**config.mk**
```make
export PLATFORM = sky130hd
export DESIGN_NAME = limn2600_bus_arbiter
export DESIGN_NICKNAME = d
export VERILOG_FILES = /design/src/rtl/limn2600_bus_arbiter.sv
export SDC_FILE = /design/constraint.sdc
export NUM_CORES = 1
export LEC_CHECK = 0
export ABC_AREA = 1
export BUFFER_PORTS_ARGS = -buffer_cell sky130_fd_sc_hd__buf_2
export CORE_MARGIN = 2
export CORE_UTILIZATION = 30
export DETAILED_ROUTE_END_ITERATION = 10
export PLACE_DENSITY_LB_ADDON = 0.05
export RECOVER_POWER = 100
export SYNTH_ARGS = -nofsm -noshare
export SYNTH_HDL_FRONTEND = slang
export SYNTH_SLANG_ARGS = --single-unit
export TNS_END_PERCENT = 10
```
**constraint.sdc**
```tcl
create_clock -name clk -period 1.6 [get_ports clk]
set_clock_uncertainty 0.05 [all_clocks]
set_input_delay 0.4 -clock clk [delete_from_list [all_inputs] [get_ports clk]]
set_output_delay 0.4 -clock clk [all_outputs]
set_load 0.01 [all_outputs]
```
**src/rtl/limn2600_bus_arbiter.sv**
```systemverilog
// Two-master round-robin arbiter for the Limn2600 SRAM bus; one slave access per grant.
// Optional BUSY watchdog abort enabled by defining LIMN2600_ARB_TIMEOUT_EN.
module limn2600_bus_arbiter #(
  parameter int AW      = 32,
  parameter int DW      = 32,
  parameter int TIMEOUT = 255
) (
  input  logic          clk,
  input  logic          rst,
  input  logic          m0_cs,
  input  logic          m0_we,
  input  logic [AW-1:0] m0_addr,
  input  logic [DW-1:0] m0_wdata,
  output logic [DW-1:0] m0_rdata,
  output logic          m0_rdy,
  output logic          m0_err,
  input  logic          m1_cs,
  input  logic          m1_we,
  input  logic [AW-1:0] m1_addr,
  input  logic [DW-1:0] m1_wdata,
  output logic [DW-1:0] m1_rdata,
  output logic          m1_rdy,
  output logic          m1_err,
  output logic          s_cs,
  output logic          s_we,
  output logic [AW-1:0] s_addr,
  output logic [DW-1:0] s_wdata,
  input  logic [DW-1:0] s_rdata,
  input  logic          s_rdy
);

  typedef enum logic {ST_IDLE = 1'b0, ST_BUSY = 1'b1} state_t;

  state_t        state_q, state_d;
  logic          grant_q, grant_d;
  logic          last_q, last_d;
  logic          s_cs_q, s_cs_d;
  logic          s_we_q, s_we_d;
  logic [AW-1:0] s_addr_q, s_addr_d;
  logic [DW-1:0] s_wdata_q, s_wdata_d;
  logic          busy;
  logic          timeout_hit;
  logic          done;
  logic          winner;

  // A non-positive TIMEOUT has no meaning; this block only elaborates for such a value.
  if (TIMEOUT < 1) begin : g_timeout_out_of_range
  end

  assign busy = (state_q == ST_BUSY);

`ifdef LIMN2600_ARB_TIMEOUT_EN
  localparam int TW = ($clog2(TIMEOUT + 1) > 8) ? $clog2(TIMEOUT + 1) : 8;

  logic [TW-1:0] timer_q, timer_d;

  // s_rdy takes priority over an expiring timer in the same cycle.
  assign timeout_hit = busy && !s_rdy && (timer_q == TW'(TIMEOUT));

  always_comb begin
    timer_d = timer_q;
    if (!busy) begin
      timer_d = '0;
    end else if (!s_rdy && !timeout_hit) begin
      timer_d = timer_q + TW'(1);
    end
  end

  always_ff @(posedge clk) begin
    if (rst) begin
      timer_q <= '0;
    end else begin
      timer_q <= timer_d;
    end
  end
`else
  assign timeout_hit = 1'b0;
`endif

  assign done = busy && (s_rdy || timeout_hit);

  // Under contention the master that did not win last time goes next.
  always_comb begin
    if (m0_cs && m1_cs) begin
      winner = ~last_q;
    end else begin
      winner = m1_cs;
    end
  end

  always_comb begin
    state_d   = state_q;
    grant_d   = grant_q;
    last_d    = last_q;
    s_cs_d    = s_cs_q;
    s_we_d    = s_we_q;
    s_addr_d  = s_addr_q;
    s_wdata_d = s_wdata_q;
    case (state_q)
      ST_IDLE: begin
        if (m0_cs || m1_cs) begin
          grant_d   = winner;
          s_cs_d    = 1'b1;
          s_we_d    = winner ? m1_we    : m0_we;
          s_addr_d  = winner ? m1_addr  : m0_addr;
          s_wdata_d = winner ? m1_wdata : m0_wdata;
          state_d   = ST_BUSY;
        end
      end
      ST_BUSY: begin
        if (done) begin
          s_cs_d  = 1'b0;
          last_d  = grant_q;
          state_d = ST_IDLE;
        end
      end
      default: state_d = ST_IDLE;
    endcase
  end

  always_ff @(posedge clk) begin
    if (rst) begin
      state_q   <= ST_IDLE;
      grant_q   <= 1'b0;
      last_q    <= 1'b1;
      s_cs_q    <= 1'b0;
      s_we_q    <= 1'b0;
      s_addr_q  <= '0;
      s_wdata_q <= '0;
    end else begin
      state_q   <= state_d;
      grant_q   <= grant_d;
      last_q    <= last_d;
      s_cs_q    <= s_cs_d;
      s_we_q    <= s_we_d;
      s_addr_q  <= s_addr_d;
      s_wdata_q <= s_wdata_d;
    end
  end

  assign s_cs    = s_cs_q;
  assign s_we    = s_we_q;
  assign s_addr  = s_addr_q;
  assign s_wdata = s_wdata_q;

  // Replies reach only the granted master; an access cut short by reset never completes.
  assign m0_rdy   = done && !grant_q && !rst;
  assign m1_rdy   = done &&  grant_q && !rst;
  assign m0_err   = timeout_hit && !grant_q && !rst;
  assign m1_err   = timeout_hit &&  grant_q && !rst;
  assign m0_rdata = (busy && s_rdy && !grant_q && !rst) ? s_rdata : '0;
  assign m1_rdata = (busy && s_rdy &&  grant_q && !rst) ? s_rdata : '0;

endmodule
```
[Word level (Yosys, flattened, before mapping)]
Cells that the tools add are included.
Word-level totals
  flip-flop bits (word level): 69
  latch bits: 0
  bits in read-only memories: 0
  word-level logic and storage cells: 35
  memories kept: 0
  bits in writable memories: 0
  input port bits: 167
Operators by class
  order comparisons: 0
  eq/ne operators: 2
  divide/modulo/power cells: 0
  $add $sub $neg: 0
  reductions and logical operators: 12
  multiplexer cells: 12
  multipliers: 0
  bitwise operators: 2
  shift operators: 0
Operators by type and width (count)
  32-bit 2-to-1 mux: 4
  1-bit logical AND: 6
  1-bit 2-to-1 mux: 6
  2-bit AND reduction: 3
  1-bit case mux with 2 select lines: 2
  1-bit logical NOT: 2
  2-bit by 1-bit inequality test with 1-bit output (second input constant): 1
  2-bit inequality test (second input constant): 1
  1-bit NOT: 2
  1-bit logical OR: 1

[Longest topological paths before layout]
  depth after elaboration: 4
  gate-level depth with buffers: 8
  gate-level depth less buffers: 6

[Worst setup path after synthesis]
Ideal clock, no wire load.
  path kind: register to output
  start point: register state_q (netlist: busy)
  end point: output m0_rdata[10]
  data arrival time: 1.098 ns
  slack: 0.052 ns
  cell stages (with the launch flop): 6
  cell sequence: dfxtp_1 nand2_2 nor3_4 inv_2 buf_6 nor2_1
On the way
  longest elaborated chain between the ends: 4
RTL lines
  from (decl): line 34  | state_t state_q, state_d;
  from (signal assigned): line 131  | state_q <= state_d;
  1-bit logical AND (3 in a row)
  net m0_rdy: line 15  | output logic m0_rdy,
  32-bit 2-to-1 mux: line 151  | assign m0_rdata = (busy && s_rdy && !grant_q && !rst) ? s_rdata : '0;
  to (decl): line 14  | output logic [DW-1:0] m0_rdata,
The timed path passes the listed nets, and every way through them passes these cells.

[Final worst setup path]
  start point: register state_q (netlist: busy)
  end point: output m0_rdata[12]
On the way
  longest elaborated chain between the ends: 4
RTL lines (line)
  1-bit logical AND (3 in a row): 151
  32-bit 2-to-1 mux: 151
No other way between the ends.

==> impl_summary.md <==
STA
Setup repair after global routing could not meet its margin everywhere. The count of final hold-check violations is 0. At the pin with the least slew margin, the transition time is 0.675 ns.

The total count of max-transition violations in the final report came to 0. The worst slew slack as a fraction of its limit is 0.550. Across all setup checks in the final design, the least slack found is -0.213 ns.

Derived from the worst setup path, the maximum achievable clock frequency is 552 MHz. The post-route fraction of the period consumed by the critical path is 1.13. The setup-violating endpoint count in the final report is 66.

The final total negative setup slack is -10.43 ns. The shortest clock period the worst path allows after layout is 1.81 ns.

Critical path
The critical path data required time is 1.15 ns. The length in cells of the worst reg-to-reg path is 7. On the worst path, the slowest cell contributes a delay of 0.35 ns. For the worst setup path, the data arrival time is 1.36 ns. The slowest cell on the critical path is sky130_fd_sc_hd__dfxtp_2.

Along the worst path, the maximum fanout reaches 32. The worst setup path is launched from a flip-flop. By startpoint and endpoint, the worst setup path is classified as flip-flop to primary output.

The kind of capture point of the worst setup path is a primary output. The signal on the critical path passes through nand2_4 -> nor3_4 -> inv_2 -> buf_12 -> nor2_1 -> buf_2.

Global route
Global routing finished with a remaining overflow of 0. The maximum number of pins on one net before global-route repair is 67. The via count of the first global-routing pass is 4365. The initial antenna violation count is 1.

The wire length of the first global-routing pass is 21300 um. For this run, the total global-route usage over all layers was measured as 0.186.

Routing
After detailed routing, the total wire length is 13400 um. The number of design rule violations left after detail routing is 0. In this run, the number of DRC markers left after iteration 0 of detailed routing was 182. The detail route stage leaves a number of antenna-violating nets equal to 0. In the final routed layout, each cell accounts on average for 11.6 um. The detailed-routing iteration count for the pre-antenna-repair pass is 4. In the routed layout, each cell is associated on average with a via count of 4.12. The final route contains 4744 vias.

Clocking
The clock input transition at the sequential cells of the worst setup and hold paths is 0.06 ns. The number of clock buffers added by TritonCTS is 9. The maximum root-to-sink buffer count is 2. The clock latency at the later pin of the worst-skew pair is 0.32 ns.

The library cell used as clock root buffer is sky130_fd_sc_hd__clkbuf_16. The clock sink count is 69. The quantity of hold-fixing buffers added after cts is 0. The H-tree was split into 3 levels. The clock tree from TritonCTS is built.

Die
The die boundary height is 119 um. The initialized floorplan defines 41 standard-cell rows. The core region area is 12800 sq um. In this run the horizontal extent of the chip is 119 um. The initial utilization of the core area, before any placement, comes to 0.310. The die covers 14100 sq um. The count of boundary I/O pins is 301.

Power
The largest vdd supply drop is 0.000458 V. The internal power contribution is 0.00391 W. The power dissipated by switching net loads is 0.00154 W. The share of total power in the clock network is 0.420. In this run the static leakage power is 3.57 nW.

Of the total power, combinational logic draws 0.218. The share of total power dissipated in sequential elements is 0.362. The share of total power consumed by net switching is 0.282.

The areal power density over the cells is 927 nW/um^2.

Synth
The gate count after technology mapping is 685. During synthesis, Yosys emitted a total of 0 warnings. The cell area after synthesis is 3960 sq um. Sorting the synthesized cells by area gives the leading types as sky130_fd_sc_hd__dfxtp_1 (35%), sky130_fd_sc_hd__nor2_1 (25%), sky130_fd_sc_hd__nand2_1 (13%), sky130_fd_sc_hd__inv_1 (9.5%), sky130_fd_sc_hd__o21ai_0 (7.2%). The fraction of synthesized cell area taken by the top area cell type is 0.349. The post-synthesis cell type with the largest combined area is sky130_fd_sc_hd__dfxtp_1. For this run, the register share of the synthesized area comes to 0.349. Yosys mapped the design onto 20 distinct sky130hd cell types.

Dividing the synthesized area by the synthesized cell count gives 5.78 sq um. Counting flops and latches in the post-synthesis netlist gives 69.

Finish
The fraction of final layout cells sized beyond drive strength 1 is 0.288. Leaving out fill and tap cells, the most frequent cells in the layout are sky130_fd_sc_hd__nor2_1 (258), sky130_fd_sc_hd__buf_2 (232), sky130_fd_sc_hd__nand2_1 (132), sky130_fd_sc_hd__inv_1 (101), sky130_fd_sc_hd__clkbuf_1 (68). The final net count is 1141. Relative to the synthesized area, the layout overhead comes to 48.5%.

The most frequent standard cell in the layout excluding fill and tap cells is sky130_fd_sc_hd__nor2_1. The number of standard cells in the final layout excluding fillers is 1152.

Run status
The flow ran to the end, but the final reports show violations. The checks that failed: setup timing.

Placement
The number of placed instances, taps included is 1134. Before CTS, the worst setup slack after placement is -0.0564 ns. The routability congestion estimate from global placement is 0.825. The final HPWL from detailed placement is 10200 um. The count of buffers added on input and output ports is 298.

Hold path
The worst hold path passes through 5 cells. The path class of the tightest hold or removal check is primary input to flip-flop.

Job
The max-cap violation count is 0.
## per-layer routing
| layer | GRT usage | routed length, um | part of all wire |
|---|---|---|---|
| met5 | 0 | 0 | 0 |
| met3 | 0.0532 | 971 | 0.073 |
| met4 | 0.0565 | 199 | 0.015 |
| met2 | 0.342 | 6660 | 0.50 |
| met1 | 0.205 | 5540 | 0.41 |
## per-stage QoR
step | total power [W] | utilization | hold slack, ns | area [sq um]
finish | 0.00545 | 0.460 | 0.311 | 5880
floorplan | 0.00273 | - | 0.405 | 3960
global placement | 0.00328 | 0.441 | 0.401 | 5640
CTS | 0.00560 | 0.469 | 0.304 | 5990
detailed placement | 0.00327 | 0.441 | 0.415 | 5640
global route | 0.00578 | 0.460 | 0.321 | 5880
## registers in the layout (all words and copies together) (netlist names)
signal / count
s_wdata: 32
last_q: 1
s_cs: 1
busy: 1
s_addr: 32
grant_q: 1
s_we: 1
## kinds of logic after synthesis
family                 Yosys count  share of synthesized area
and+or+nand+nor                402                      0.390
buffers and inverters          145                      0.174
DFF                             69                      0.349
AOI/OAI and AO/OA               68                     0.0860
other                            1                   0.000948
## synth_stat cells, drive strengths merged
cell type and instances:
buf 31, nor2 265, clkbuf 12, nand3 2
a21oi 2, dfxtp 69, o21ai 66, conb 1
nand2 134, inv 102, nor3 1
## final timing paths
check                      end        start  slack (ns)
setup / recovery  m0_rdata[12]         busy       -0.21
hold / removal      s_addr[22]  m0_addr[22]        0.31
setup reg to reg    s_wdata[3]         busy        0.08
hold reg to reg           s_cs         s_cs        0.43
## area by class of cell
cell class              count  area, sq um
diodes                      1         2.50
inverters                 102          383
well taps                 172          215
repair buffers            320         1640
multi-input cells         472         1910
flip-flops and latches     69         1380
fillers                  1470         6900
clock inverters             5          108
clock buffers              11          233
## worst max-delay path, delay by kind of cell, from the launching register on
kind	cells	cell delay, ns
flops	1	0.35
buf+inv	3	0.36
simple gates	3	0.32
## power groups by stage
stage	Sequential [W]	Combinational (W)	Clock (W)
floorplan	0.00209	0.000640	0
global placement	0.00200	0.00128	0
detailed placement	0.00200	0.00127	0
CTS	0.00197	0.00128	0.00235
global route	0.00200	0.00136	0.00243
finish	0.00197	0.00119	0.00229
## timing repair
item | 4_1_cts | 5_1_grt
buffers inserted | 0 | 1
endpoints found under the setup margin | 66 | 66
gates cloned | 0 | 0
gates resized for setup | 3 | 7
No activity file was read; power rests on OpenSTA's default activity.
